<file path="config.mk">
export PLATFORM = sky130hd
export DESIGN_NAME = qchannel_pwr_ctrl_flat
export DESIGN_NICKNAME = d
export VERILOG_FILES = /design/src/rtl/qchannel_pwr_ctrl_if.sv /design/src/rtl/qchannel_pwr_ctrl.sv /design/src/flat_wrapper.sv
export SDC_FILE = /design/constraint.sdc
export NUM_CORES = 1
export LEC_CHECK = 0
export ABC_AREA = 0
export BUFFER_PORTS_ARGS = -buffer_cell sky130_fd_sc_hd__buf_2
export CAP_MARGIN = 10
export CORE_MARGIN = 5
export CORE_UTILIZATION = 46
export DETAILED_ROUTE_END_ITERATION = 12
export PLACE_DENSITY = 0.65
export SYNTH_ARGS = -nofsm -noshare
export SYNTH_HDL_FRONTEND = slang
export SYNTH_SLANG_ARGS = --single-unit
export TNS_END_PERCENT = 30
</file>
<file path="constraint.sdc">
create_clock -name clk_i -period 2.9 [get_ports clk_i]
set_clock_uncertainty 0.15 [all_clocks]
set_input_delay 0.58 -clock clk_i [delete_from_list [all_inputs] [get_ports clk_i]]
set_output_delay 0.58 -clock clk_i [all_outputs]
set_load 0.01 [all_outputs]
</file>
<file path="src/rtl/qchannel_pwr_ctrl_if.sv">
// -----------------------------------------------------------------------------
// qchannel_pwr_ctrl_if
//
// Q-channel handshake bundle between a power controller and a Q-channel device.
//
// Signals:
//   qreqn     Q-channel request, active-low. The controller drives it.
//   qacceptn  Device accept, active-low. The device drives it.
//   qdeny     Device deny, active-high. The device drives it.
//
// Modports:
//   master    The controller (initiator). It drives qreqn.
//   slave     The device. It drives qacceptn and qdeny.
// -----------------------------------------------------------------------------
interface qchannel_pwr_ctrl_if;
    logic qreqn;
    logic qacceptn;
    logic qdeny;

    modport master (
        output qreqn,
        input  qacceptn,
        input  qdeny
    );

    modport slave (
        input  qreqn,
        output qacceptn,
        output qdeny
    );
endinterface

</file>
<file path="src/rtl/qchannel_pwr_ctrl.sv">
// -----------------------------------------------------------------------------
// qchannel_pwr_ctrl
//
// Always-on Q-channel initiator. It turns the system power manager's
// sleep/wake levels into the Q-channel handshake with one device. It holds the
// device powered off for at least MIN_OFF cycles. It then issues a one-cycle
// retention-restore strobe before it releases the quiescence request.
//
// Ports:
//   clk_i        clock
//   rst_i        synchronous reset, active-low
//   sleep_req    power manager requests low power (level)
//   wake_req     power manager requests wake-up (level)
//   q_if         Q-channel handshake (master side): qreqn out; qacceptn and
//                qdeny in
//   pr_restore   one-cycle retention restore strobe
//   pwr_off      power-switch / isolation enable
//   state_o      current FSM state
//   denied_o     one-cycle pulse when the device denies a request
//   timeout_o    one-cycle pulse when a request has waited TIMEOUT cycles
//   proto_err_o  sticky flag for an illegal device response
//
// All outputs are registered. A decision made on the inputs sampled at a clock
// edge becomes visible immediately after that edge.
// -----------------------------------------------------------------------------
module qchannel_pwr_ctrl #(
    parameter int unsigned MIN_OFF = 4,
    parameter int unsigned TIMEOUT = 256,
    parameter int unsigned CNT_W   = 16
) (
    input  logic                       clk_i,
    input  logic                       rst_i,
    input  logic                       sleep_req,
    input  logic                       wake_req,
    qchannel_pwr_ctrl_if.master        q_if,
    output logic                       pr_restore,
    output logic                       pwr_off,
    output logic [2:0]                 state_o,
    output logic                       denied_o,
    output logic                       timeout_o,
    output logic                       proto_err_o
);

    localparam logic [2:0] ST_RUN      = 3'd0;
    localparam logic [2:0] ST_REQUEST  = 3'd1;
    localparam logic [2:0] ST_STOPPED  = 3'd2;
    localparam logic [2:0] ST_RESTORE  = 3'd3;
    localparam logic [2:0] ST_EXIT     = 3'd4;
    localparam logic [2:0] ST_DENIED   = 3'd5;
    localparam logic [2:0] ST_CONTINUE = 3'd6;

    localparam logic [CNT_W-1:0] CNT_MAX    = {CNT_W{1'b1}};
    localparam logic [CNT_W-1:0] CNT_ONE    = CNT_W'(1);
    localparam logic [CNT_W-1:0] WAKE_AT    = CNT_W'(MIN_OFF - 1);
    localparam logic [CNT_W-1:0] TIMEOUT_AT = CNT_W'(TIMEOUT);

    logic [2:0]       state_q, state_d;
    logic [CNT_W-1:0] cnt_q, cnt_d;
    logic             qreqn_q, qreqn_d;
    logic             pr_restore_q, pr_restore_d;
    logic             pwr_off_q, pwr_off_d;
    logic             denied_q, denied_d;
    logic             timeout_q, timeout_d;
    logic             proto_err_q, proto_err_d;

    // NOTE: every signal written here gets a default before the case. Any
    // path that leaves a signal unassigned would infer a latch.
    always_comb begin
        state_d     = state_q;
        proto_err_d = proto_err_q;
        denied_d    = 1'b0;

        case (state_q)
            ST_RUN: begin
                // qreqn may only fall while the device shows (accept=1, deny=0).
                if (sleep_req && q_if.qacceptn && !q_if.qdeny)
                    state_d = ST_REQUEST;
            end
            ST_REQUEST: begin
                // Accept wins over a simultaneous deny. The accept+deny
                // combination is illegal, so it is flagged.
                if (!q_if.qacceptn) begin
                    state_d = ST_STOPPED;
                    if (q_if.qdeny)
                        proto_err_d = 1'b1;
                end else if (q_if.qdeny) begin
                    state_d  = ST_DENIED;
                    denied_d = 1'b1;
                end
            end
            ST_STOPPED: begin
                // A device that leaves the stopped handshake is misbehaving.
                // Stay powered off rather than restore into unknown state.
                if (q_if.qacceptn || q_if.qdeny)
                    proto_err_d = 1'b1;
                else if (wake_req && cnt_q >= WAKE_AT)
                    state_d = ST_RESTORE;
            end
            ST_RESTORE: begin
                state_d = ST_EXIT;
            end
            ST_EXIT: begin
                if (q_if.qdeny)
                    proto_err_d = 1'b1;
                if (q_if.qacceptn)
                    state_d = ST_RUN;
            end
            ST_DENIED: begin
                // qreqn may rise only once qacceptn == qdeny.
                if (q_if.qacceptn && q_if.qdeny)
                    state_d = ST_CONTINUE;
            end
            ST_CONTINUE: begin
                if (!q_if.qdeny)
                    state_d = ST_RUN;
            end
            default: begin
                state_d = ST_RUN;
            end
        endcase

        // The shared counter clears on every state change. It advances only
        // in the two timed states, and it saturates instead of wrapping.
        if (state_d != state_q)
            cnt_d = '0;
        else if ((state_q == ST_REQUEST || state_q == ST_STOPPED) && cnt_q != CNT_MAX)
            cnt_d = cnt_q + CNT_ONE;
        else
            cnt_d = cnt_q;

        // Pulse in the cycle the counter first holds TIMEOUT. The second term
        // stops a counter saturated at TIMEOUT from pulsing again.
        timeout_d = (state_q == ST_REQUEST) && (state_d == ST_REQUEST) &&
                    (cnt_d == TIMEOUT_AT) && (cnt_q != TIMEOUT_AT);

        // The registered outputs are decoded from the next state. They then
        // change on the same edge as the state register.
        qreqn_d      = !(state_d == ST_REQUEST || state_d == ST_STOPPED ||
                         state_d == ST_RESTORE || state_d == ST_DENIED);
        pwr_off_d    = (state_d == ST_STOPPED);
        pr_restore_d = (state_d == ST_RESTORE);
    end

    // NOTE: sequential state uses non-blocking assignments only. Every
    // register then samples pre-edge values, whatever order the blocks run in.
    always_ff @(posedge clk_i) begin
        if (!rst_i) begin
            state_q      <= ST_RUN;
            cnt_q        <= '0;
            qreqn_q      <= 1'b1;
            pr_restore_q <= 1'b0;
            pwr_off_q    <= 1'b0;
            denied_q     <= 1'b0;
            timeout_q    <= 1'b0;
            proto_err_q  <= 1'b0;
        end else begin
            state_q      <= state_d;
            cnt_q        <= cnt_d;
            qreqn_q      <= qreqn_d;
            pr_restore_q <= pr_restore_d;
            pwr_off_q    <= pwr_off_d;
            denied_q     <= denied_d;
            timeout_q    <= timeout_d;
            proto_err_q  <= proto_err_d;
        end
    end

    assign q_if.qreqn  = qreqn_q;
    assign pr_restore  = pr_restore_q;
    assign pwr_off     = pwr_off_q;
    assign state_o     = state_q;
    assign denied_o    = denied_q;
    assign timeout_o   = timeout_q;
    assign proto_err_o = proto_err_q;

endmodule

</file>
<file path="src/flat_wrapper.sv">
// flat-port wrapper written by rule: the top's interface ports become plain ports
module qchannel_pwr_ctrl_flat 
#(
    parameter int unsigned MIN_OFF = 4,
    parameter int unsigned TIMEOUT = 256,
    parameter int unsigned CNT_W   = 16
)
  (clk_i, rst_i, sleep_req, wake_req, pr_restore, pwr_off, state_o, denied_o, timeout_o, proto_err_o, q_if_qreqn, q_if_qacceptn, q_if_qdeny);
  qchannel_pwr_ctrl_if q_if_i ();
  input  logic clk_i;
  input  logic rst_i;
  input  logic sleep_req;
  input  logic wake_req;
  output logic pr_restore;
  output logic pwr_off;
  output logic [2:0] state_o;
  output logic denied_o;
  output logic timeout_o;
  output logic proto_err_o;
  output wire logic [$bits(q_if_i.qreqn)-1:0] q_if_qreqn;
  input wire logic [$bits(q_if_i.qacceptn)-1:0] q_if_qacceptn;
  input wire logic [$bits(q_if_i.qdeny)-1:0] q_if_qdeny;
  assign q_if_qreqn = q_if_i.qreqn;
  assign q_if_i.qacceptn = q_if_qacceptn;
  assign q_if_i.qdeny = q_if_qdeny;
  qchannel_pwr_ctrl #(.MIN_OFF(MIN_OFF), .TIMEOUT(TIMEOUT), .CNT_W(CNT_W)) u_core (.clk_i(clk_i), .rst_i(rst_i), .sleep_req(sleep_req), .wake_req(wake_req), .q_if(q_if_i), .pr_restore(pr_restore), .pwr_off(pwr_off), .state_o(state_o), .denied_o(denied_o), .timeout_o(timeout_o), .proto_err_o(proto_err_o));
endmodule
</file>
; ---- Word-level counts from Yosys, hierarchy flattened
; Cells that the tools add are included.
[totals]
output_inout_bits = 9
wordCells = 61
input_bits = 6
register_bits = 25
[classes]
n_eq_ne = 16
mux = 16
add_sub_neg = 1
order_cmp = 1
reduce_logical = 19
[op_table]
columns = op, count
row1 = $mux 16, 2
row2 = $mux 3, 8
row3 = $pmux 3 s7, 1
row4 = $add 16x1->16 const B, 1
row5 = $eq 16x9->1 const B, 1
row6 = $ge 16x2->1 const B, 1
row7 = $ne 16x16->1 const B, 1
row8 = $ne 16x9->1 const B, 1
row9 = $eq 3x2->1 const B, 4
row10 = $eq 3x3->1 const B, 4
row11 = $logic_and 1x1->1, 8
row12 = $eq 3x1->1 const B, 2
row13 = $reduce_and 3->1, 2
row14 = $logic_or 1x1->1, 5
row15 = $mux 1, 4
row16 = $logic_not 3->1, 1
row17 = $ne 3x3->1, 1
row18 = $pmux 1 s3, 1
row19 = $reduce_bool 3->1, 1
row20 = $logic_not 1->1, 2
row21 = $ne 2x1->1 const B, 1
row22 = $ne 2x2->1 const B, 1

; ---- Longest topological paths before layout
; Gate-level depths: netlist of run 1.
[logic_depth]
ltp_word = 10
depth_mapped = 8
mapped_depth_nobuf = 7

; ---- Least setup slack after synthesis of run 1
; Ideal clock, no wire load.
[synth_path]
path_kind = input to register
start = in q_if_qacceptn
end = reg u_core.timeout_q (netlist: u_core.timeout_o)
n_path_buf = 1
slack_ps = 221
required_time_ps = 2662
arrival_ps = 2441
setup_ps = 88
cell_stages = 7
cell_sequence = buf_2 > nand2_1 > o21ai_0 > a221o_1 > or4b_1 > or4b_1 > nor4_2
[synth_via]
elab_chain_len = 9
elab_cells_between_ends = 17
cone_classes = 3 x eq/ne / 7 x mux / 7 x reduce/logical
[synth_rtl]
columns = item, line_no
row1 = "start, declared", flat_wrapper.sv:21  ; input wire logic [$bits(q_if_i.qacceptn)-1:0] q_if_qacceptn;
row2 = $logic_and 1x1->1 (2 in series), qchannel_pwr_ctrl.sv:76  ; if (sleep_req && q_if.qacceptn && !q_if.qdeny)
row3 = $mux 3, qchannel_pwr_ctrl.sv:76
row4 = $pmux 3 s7 (*), qchannel_pwr_ctrl.sv:73  ; case (state_q)
row5 = $ne 3x3->1, qchannel_pwr_ctrl.sv:124  ; if (state_d != state_q)
row6 = $mux 16, qchannel_pwr_ctrl.sv:124
row7 = $eq 16x9->1, qchannel_pwr_ctrl.sv:134  ; (cnt_d == TIMEOUT_AT) && (cnt_q != TIMEOUT_AT);
row8 = $logic_and 1x1->1 (*), qchannel_pwr_ctrl.sv:133  ; timeout_d = (state_q == ST_REQUEST) && (state_d == ST_REQUEST) &&
row9 = $logic_and 1x1->1 (*), qchannel_pwr_ctrl.sv:134
row10 = "end signal, assigned", qchannel_pwr_ctrl.sv:163  ; timeout_q <= timeout_d;
row11 = "end, declared", qchannel_pwr_ctrl.sv:63  ; logic timeout_q, timeout_d;
; Every way passes the cells marked *; elsewhere a longest branch is shown, timed or not.
; A chain may end at the register's enable or synchronous reset.

; ---- Worst setup path after layout of run 1
[layout_path]
start = reg u_core.cnt_q[0]
end = reg u_core.timeout_q (netlist: u_core.timeout_o)
[layout_via]
elab_chain_len = 10
elab_cells_between_ends = 17
cone_classes = 1 x add/sub / 1 x order compare / 5 x eq/ne / 5 x mux / 5 x reduce/logical
[layout_rtl]
columns = item, line_no
row1 = "start, declared", qchannel_pwr_ctrl.sv:58  ; logic [CNT_W-1:0] cnt_q, cnt_d;
row2 = "start signal, assigned", qchannel_pwr_ctrl.sv:158  ; cnt_q <= cnt_d;
row3 = $ge 16x2->1, qchannel_pwr_ctrl.sv:96  ; else if (wake_req && cnt_q >= WAKE_AT)
row4 = $logic_and 1x1->1, qchannel_pwr_ctrl.sv:96
row5 = $mux 3, qchannel_pwr_ctrl.sv:96
row6 = $mux 3, qchannel_pwr_ctrl.sv:94  ; if (q_if.qacceptn || q_if.qdeny)
row7 = $pmux 3 s7, qchannel_pwr_ctrl.sv:73
row8 = $ne 3x3->1, qchannel_pwr_ctrl.sv:124
row9 = $mux 16, qchannel_pwr_ctrl.sv:124
row10 = $eq 16x9->1, qchannel_pwr_ctrl.sv:134
row11 = $logic_and 1x1->1, qchannel_pwr_ctrl.sv:133
row12 = $logic_and 1x1->1 (*), qchannel_pwr_ctrl.sv:134
; Marks and branches as above.

==> flow_metrics.tcl, run 1 <==
set metrics [dict create \
    final_common_cell "nor2_1" \
    avgViaCountPerCell 5.83 \
    fillCellCount 323 \
    postCtsSetupBuffers 0 \
    rsz0062_at_grt "false" \
    die_h_um 68.7 \
    ys_seq_area_share_pct 31.6 \
    final_cell_area_sq_um 1760 \
    cap_violations 0 \
    cts_hold_buf 0 \
    finalCriticalPeriod_ps 2660 \
    num_io_pins 15 \
    ys_warn_count 0 \
    final_net_count 222 \
    ir_worst_vdd_v 0.000209 \
    synth.top_cell.area_share_pct 31.6 \
    period_share_pct 91.6 \
    path_class "register to register" \
    clkTransAtPathRegs_ps 150 \
    area_growth_pct 11.1 \
    num_rows 21 \
    cp_max_fo 9 \
    drive_above_1_share_pct 17.4 \
    drv_slew 0 \
    fin_util_pct 52.7 \
    outcome "finished, final reports clean" \
    grt_usage_pct 17.9 \
    antenna_cells 0 \
    hp-class "input port to register" \
    cp_top_family "simple AND/OR/NAND/NOR gates" \
    cts_resized 0 \
    synth_top_area_cell "dfxtp_1" \
    crit_chain "ha_1 -> nand2_1 -> nor2_1 -> a311oi_4 -> a211oi_1 -> or4b_1 -> nor4_2" \
    clk_latency_ps 340 \
    fin_cells 259 \
    max_freq_mhz 377 \
    p_leak_nw 0.643 \
    syn_area_sq_um 1580 \
    start_util_pct 47.5 \
    dieArea_sq_um 4720 \
    cp-end-kind "register" \
    core_sq_um 3340 \
    synth_cell_types 53 \
    cp-start-kind "register" \
    mostFrequentLayoutCells "nor2_1, dfxtp_1, nand2_1" \
    dr.pass1.iters 4 \
    gp_congestion 0.908 \
    grt_overflow_total 0 \
    holdWs_ps 345 \
    cts_tree "done" \
    ys_ff_latch 25 \
    via_count 1511 \
    htreeDepth 1 \
    drt_iter0_drc 127 \
    arrival_ps 2780 \
    wl_um 3680 \
    required_ps 3020 \
    setup_viol 0 \
    grt_pass1_vias 1396 \
    dieWidth_um 68.7 \
    dpl_cell_area_sq_um 1730 \
    tightest_slew_ps 639 \
    cpPeakStageDelay_ps 560 \
    synth_ff_type "dfxtp_1" \
    synth_async_sr_flop_share_pct 0 \
    grt_max_degree 16 \
    grt_first_pass_wirelength_um 6390 \
    rrSetupSlack_ps 240 \
    root_buffer "clkbuf_4" \
    dp.cells 255 \
    cts_sinks 25 \
    post_drt_wl_per_cell_um 14.2 \
    p_per_area_nw_per_um2 344 \
    cp_num_buf_inv 0 \
    clockBufferDepth 2 \
    hpwl_um 2810 \
    drc 0 \
    maxSlewHeadroom_pct 57.0 \
    hold_viol 0 \
    slowest_stage "or4b_1" \
    fin_setup_tns_ps 0 \
    cts_buffers 3 \
    synth_fp_nets 205 \
    avgSynthCellArea_sq_um 8.04 \
    antenna_found_initial 0 \
    port_buffers 14 \
    synthTopCellsByArea "dfxtp_1, nor2_1, xor2_1, nand2_1, xnor2_1" \
    antenna_left 0 \
    netlist_instances 197 \
    synth_edf_count 0 \
]
-- synth_stat cells, drive strengths merged (2+ instances only) --
library cell,number
clkbuf,7
nand3,8
nand4,5
nand2,17
a21oi,5
a311oi,3
o41ai,2
xor2,8
o21a,2
inv,5
a21o,3
nor2b,6
nor2,30
and2,3
a31o,2
o31a,2
a2111oi,2
xnor2,5
nor3,6
a31oi,2
a211oi,2
and3,3
dfxtp,25
or4b,2
o21ai,3
buf,5
ha,2
nor4,8
nand3b,2
and4,4
nor3b,2
-- layout make-up --
class	count	area (sq um)	area share, %
sequential	25	500	28.4
clock inverter	1	7.51	0.427
tap	46	57.6	3.27
clock buffer	3	22.5	1.28
inverter	5	18.8	1.07
multi-input combinational	155	1010	57.3
timing repair buffer	24	145	8.25
-- worst reg2reg max path: stages, from the launching register on --
cell	delay, ps
dfxtp_1	390
ha_1	330
nand2_1	130
nor2_1	90
a311oi_4	520
a211oi_1	170
or4b_1	560
nor4_2	260
-- report_power, final --
group / internal (mW) / switching [mW]
registers: 0.351 / 0.00579
clock network: 0.0530 / 0.112
logic: 0.0350 / 0.0486
-- stage by stage --
step | power, mW | worst slack (ps)
global route | 0.639 | 89.2
finish | 0.605 | 244
global placement | 0.445 | 159
CTS | 0.615 | 282
detailed placement | 0.447 | 131
floorplan | 0.419 | 221
-- flip-flops by register name, summed over array words and instances, names as in the netlist --
name                count
u_core.cnt_q           16
u_core.denied_o         1
u_core.pr_restore       1
u_core.proto_err_o      1
u_core.pwr_off          1
u_core.q_if.qreqn       1
u_core.state_o          3
u_core.timeout_o        1
-- path summary, 6_finish.rpt --
path,cells after the start,start,endpoint
worst max-delay path,7,u_core.cnt_q[0],u_core.timeout_o
worst min-delay path,2,rst_i,u_core.proto_err_o
worst max register to register,7,u_core.cnt_q[0],u_core.timeout_o
worst min register to register,1,u_core.proto_err_o,u_core.proto_err_o
-- routing by layer --
metal | global-route usage [%] | share of wire, %
met5 | 0 | 0
met4 | 9.18 | 3.0
met3 | 2.43 | 4.9
met2 | 26.7 | 42
met1 | 24.8 | 50
-- logic make-up after synthesis --
logic type	count (synthesis)	share of synthesized area [%]
simple gates	101	34.4
compound gates	37	19.1
flops	25	31.6
buf+inv	17	4.82
xor+xnor	13	7.19
mux	2	1.34
fa+ha+maj	2	1.58
No activity file was read; power rests on OpenSTA's default activity.
==> run 2: changes to the inputs <==
--- a/config.mk
+++ b/config.mk
@@ -11,7 +11,7 @@
 export CORE_MARGIN = 5
 export CORE_UTILIZATION = 46
 export DETAILED_ROUTE_END_ITERATION = 12
-export PLACE_DENSITY = 0.65
+export PLACE_DENSITY = 0.64
 export SYNTH_ARGS = -nofsm -noshare
 export SYNTH_HDL_FRONTEND = slang
 export SYNTH_SLANG_ARGS = --single-unit
==> run 2 against run 1 <==
Compared with the run above:
- die area stayed put
- sequential share of layout area is 0.12 points higher
- sequential power hardly changed
- worst setup slack better by 21 ps
- routed wire length hardly changed
- critical path type unchanged
- largest power group unchanged
==> flow_metrics.tcl, run 2 (synthesized netlist as in run 1, its figures left out) <==
set metrics [dict create \
    p_per_area_nw_per_um2 346 \
    drv_slew 0 \
    finalCriticalPeriod_ps 2630 \
    wl_um 3680 \
    setup_viol 0 \
    port_buffers 14 \
    cp_max_fo 13 \
    avgViaCountPerCell 5.80 \
    hp-class "input port to register" \
    p_clk_share_pct 27.0 \
    p_leak_nw 0.638 \
    die_h_um 68.7 \
    path_class "register to register" \
    antenna_found_initial 0 \
    core_sq_um 3340 \
    fin_util_pct 52.5 \
    root_buffer "clkbuf_4" \
    postCtsSetupBuffers 0 \
    start_util_pct 47.5 \
    hold_viol 0 \
    p_sw_mw 0.167 \
    gp_congestion 0.894 \
    final_common_cell "nor2_1" \
    dp.cells 254 \
    hpwl_um 2840 \
    num_io_pins 15 \
    cap_violations 0 \
    hold_path_depth 2 \
    r2r_cells 7 \
    pre_cts_slack_ps 94.0 \
    grt_usage_pct 18.4 \
    max_freq_mhz 380 \
    grt_max_degree 16 \
    cts_tree "done" \
    dieWidth_um 68.7 \
    clockBufferDepth 2 \
    ir_worst_vdd_v 0.000292 \
    mostFrequentLayoutCells "nor2_1, dfxtp_1, nand2_1" \
    power_frac_comb_pct 14.0 \
    grt_pass1_vias 1379 \
    finalWorstSetupSlack_ps 266 \
    drc 0 \
    cts_sinks 25 \
    cts_resized 0 \
    maxSlewHeadroom_pct 50.7 \
    grt_overflow_total 0 \
    htreeDepth 1 \
    cts_hold_buf 0 \
    post_drt_wl_per_cell_um 14.3 \
    multi_input_area_sq_um 1010 \
    fin_setup_tns_ps 0 \
    final_net_count 221 \
    antenna_left 0 \
    cp-end-kind "register" \
    p_seq_share_pct 59.0 \
    drt_iter0_drc 150 \
    cts_buffers 3 \
    antenna_cells 0 \
    holdWs_ps 350 \
    rsz0062_at_grt "false" \
    required_ps 3000 \
    grt_first_pass_wirelength_um 6600 \
    largest_reg_flops 16 \
    outcome "finished, final reports clean" \
    fillCellCount 335 \
    dr.pass1.iters 4 \
    fin_cells 258 \
    arrival_ps 2730 \
    cp-start-kind "register" \
    via_count 1496 \
    period_share_pct 90.8 \
    dieArea_sq_um 4720 \
    switching_share_pct 27.5 \
    clkTransAtPathRegs_ps 140 \
    drive_above_1_share_pct 17.0 \
    num_rows 21 \
    p_int_mw 0.439 \
    clk_latency_ps 330 \
    regMostFlops "u_core.cnt_q" \
    tightest_slew_ps 733 \
    seqCellArea_sq_um 500 \
    area_growth_pct 10.6 \
]
-- run 2: cell types whose count changed in the layout (fill, tap and decap cells not counted), sizes merged --
cell | previous run | this run
buf | 24 | 23
-- run 2: final cells by class --
type | count | area share [%]
Inverter | 5 | 1.07
Clock buffer | 3 | 1.29
Sequential cell | 25 | 28.6
Timing Repair Buffer | 23 | 7.86
Tap cell | 46 | 3.29
Clock inverter | 1 | 0.429
Multi-Input combinational cell | 155 | 57.5
-- run 2: worst max-delay path, stage by stage, from the launching register on --
cell and delay (ps):
dfxtp_1 600, xnor2_1 140, or4_1 570, buf_4 180
nor3_1 290, and2_1 220, o221ai_1 140, nor4_2 260
-- run 2: power by group through the flow --
stage | logic [mW] | registers [mW] | clock network [mW]
after floorplan | 0.0528 | 0.366 | 0
after global placement | 0.0808 | 0.365 | 0
after detailed placement | 0.0838 | 0.366 | 0
after CTS | 0.0842 | 0.358 | 0.172
after global routing | 0.0936 | 0.360 | 0.183
final | 0.0847 | 0.358 | 0.164
-- run 2: worst paths after layout --
kind,startpoint,endpoint,slack (ps)
max reg2reg,u_core.state_o[0],u_core.timeout_o,270
max,u_core.state_o[0],u_core.timeout_o,270
min,rst_i,u_core.proto_err_o,350
min reg2reg,u_core.proto_err_o,u_core.proto_err_o,350
-- run 2: through the flow --
step                power (mW)  cell area [sq um]
global route             0.637               1750
floorplan                0.419               1580
CTS                      0.615               1750
finish                   0.606               1750
detailed placement       0.449               1720
global placement         0.446               1720
-- run 2: per-layer routing --
metal  GRT usage (%)  share of wire [%]  wire (um)  vias to the layer above
met1            26.2                 49       1810                      691
met5               0                  0          0                        -
met3            3.40                4.9        182                        4
met2            27.7                 45       1650                       50
li1                -                  -          -                      751
met4            5.96                1.2         46                        0
==> run 3: changes to the inputs <==
--- a/config.mk
+++ b/config.mk
@@ -6,12 +6,14 @@
 export NUM_CORES = 1
 export LEC_CHECK = 0
 export ABC_AREA = 0
-export BUFFER_PORTS_ARGS = -buffer_cell sky130_fd_sc_hd__buf_2
+export BUFFER_PORTS_ARGS = -buffer_cell sky130_fd_sc_hd__buf_4
 export CAP_MARGIN = 10
 export CORE_MARGIN = 5
 export CORE_UTILIZATION = 46
+export CTS_BUF_LIST = sky130_fd_sc_hd__clkbuf_4
 export DETAILED_ROUTE_END_ITERATION = 12
 export PLACE_DENSITY = 0.64
+export SLEW_MARGIN = 40
 export SYNTH_ARGS = -nofsm -noshare
 export SYNTH_HDL_FRONTEND = slang
 export SYNTH_SLANG_ARGS = --single-unit
==> run 3 against run 2 <==
Compared with the run above:
- register-to-register slack lost 30 ps
- cell area grew 2.1%
- sequential cell count is the same
- routed wire length grew 2.2%
- combinational power grew 6.3%
- maximum frequency shrank 1.3%
- via count grew 0.20%
- clock power is essentially flat
- final cell count is the same
- total power grew 1.0%
- sequential power is essentially flat
- utilization grew 1.1 points
- highest routed layer unchanged
==> flow_metrics.tcl, run 3 (synthesized netlist as in run 1, its figures left out) <==
set metrics [dict create \
    antenna_left 0 \
    antenna_cells 0 \
    finalWorstSetupSlack_ps 231 \
    holdWs_ps 353 \
    p_per_area_nw_per_um2 342 \
    final_net_count 221 \
    htreeDepth 1 \
    drive_above_1_share_pct 17.5 \
    cts_buffers 3 \
    largest_reg_flops 16 \
    wl_um 3770 \
    p_leak_nw 0.645 \
    clockBufferDepth 2 \
    grt_usage_pct 18.3 \
    start_util_pct 47.5 \
    maxSlewHeadroom_pct 55.4 \
    cap_violations 0 \
    grt_first_pass_wirelength_um 6420 \
    root_buffer "clkbuf_4" \
    setup_viol 0 \
    pre_cts_slack_ps 105 \
    dieWidth_um 68.7 \
    antenna_found_initial 0 \
    port_buffers 14 \
    via_count 1499 \
    dp.cells 254 \
    hpwl_um 2840 \
    hp-class "register to register" \
    cp_max_fo 13 \
    cts_tree "done" \
    mostFrequentLayoutCells "nor2_1, dfxtp_1, buf_4" \
    post_drt_wl_per_cell_um 14.6 \
    final_common_cell "nor2_1" \
    fin_cells 258 \
    grt_max_degree 17 \
    drv_slew 0 \
    drc 0 \
    rsz0062_at_grt "false" \
    ir_worst_vdd_v 0.000220 \
    period_share_pct 92.0 \
    gp_congestion 0.896 \
    max_freq_mhz 375 \
    required_ps 3000 \
    hold_viol 0 \
    grt_pass1_vias 1357 \
    core_sq_um 3340 \
    cts_sinks 25 \
    num_rows 21 \
    clkTransAtPathRegs_ps 130 \
    die_h_um 68.7 \
    finalCriticalPeriod_ps 2670 \
    drt_iter0_drc 119 \
    avgViaCountPerCell 5.81 \
    cts_hold_buf 0 \
    path_class "register to register" \
    cp-start-kind "register" \
    dieArea_sq_um 4720 \
    arrival_ps 2770 \
    regMostFlops "u_core.cnt_q" \
    cp-end-kind "register" \
    outcome "finished, final reports clean" \
    area_growth_pct 13.0 \
    fillCellCount 339 \
    num_io_pins 15 \
    tightest_slew_ps 664 \
    clk_latency_ps 320 \
    fin_setup_tns_ps 0 \
    grt_overflow_total 0 \
    dr.pass1.iters 4 \
]
-- run 3: cell type report --
| class | instances | area, sq um | share of cell area (%) |
|---|---|---|---|
| inverters | 5 | 18.8 | 1.05 |
| well taps | 46 | 57.6 | 3.22 |
| multi-input cells | 155 | 1010 | 56.4 |
| repair buffers | 23 | 173 | 9.65 |
| flip-flops and latches | 25 | 500 | 28.0 |
| clock buffers | 4 | 30.0 | 1.68 |
-- run 3: stage by stage --
step / area (sq um) / power, mW / utilization, %
CTS: 1790 / 0.622 / 53.5
global placement: 1760 / 0.451 / 52.6
finish: 1790 / 0.613 / 53.6
global route: 1790 / 0.652 / 53.6
detailed placement: 1760 / 0.453 / 52.6
floorplan: 1580 / 0.419 / -
-- run 3: path summary, 6_finish.rpt --
path                      start                 end  slack (ps)  cells after the start
max           u_core.state_o[2]    u_core.timeout_o         230                      5
min          u_core.proto_err_o  u_core.proto_err_o         350                      1
max reg2reg   u_core.state_o[2]    u_core.timeout_o         230                      5
min reg2reg  u_core.proto_err_o  u_core.proto_err_o         350                      1
-- run 3: where the power goes --
group	switching, mW	total, mW	internal (mW)
clock network	0.103	0.166	0.0632
registers	0.00628	0.357	0.351
logic	0.0501	0.0900	0.0399
-- run 3: worst max-delay path, stage by stage, from the launching register on --
cell and delay [ps]:
dfxtp_1 620, o21ai_0 160, a221o_1 390, or4b_1 520
or4b_1 500, nor4_2 260
-- run 3: repair_timing --
action | 4_1_cts | 5_1_grt
buffers inserted | 0 | 0
endpoints found under the setup margin | 0 | 1
gates resized for setup | 0 | 1
-- run 3: per-layer routing --
metal	vias up	share of wire [%]	wire (um)	GRT usage (%)
li1	760	-	-	-
met1	691	48	1800	26.2
met2	42	45	1700	26.8
met3	6	5.5	208	3.57
met4	0	1.5	55	6.70
met5	-	0	0	0
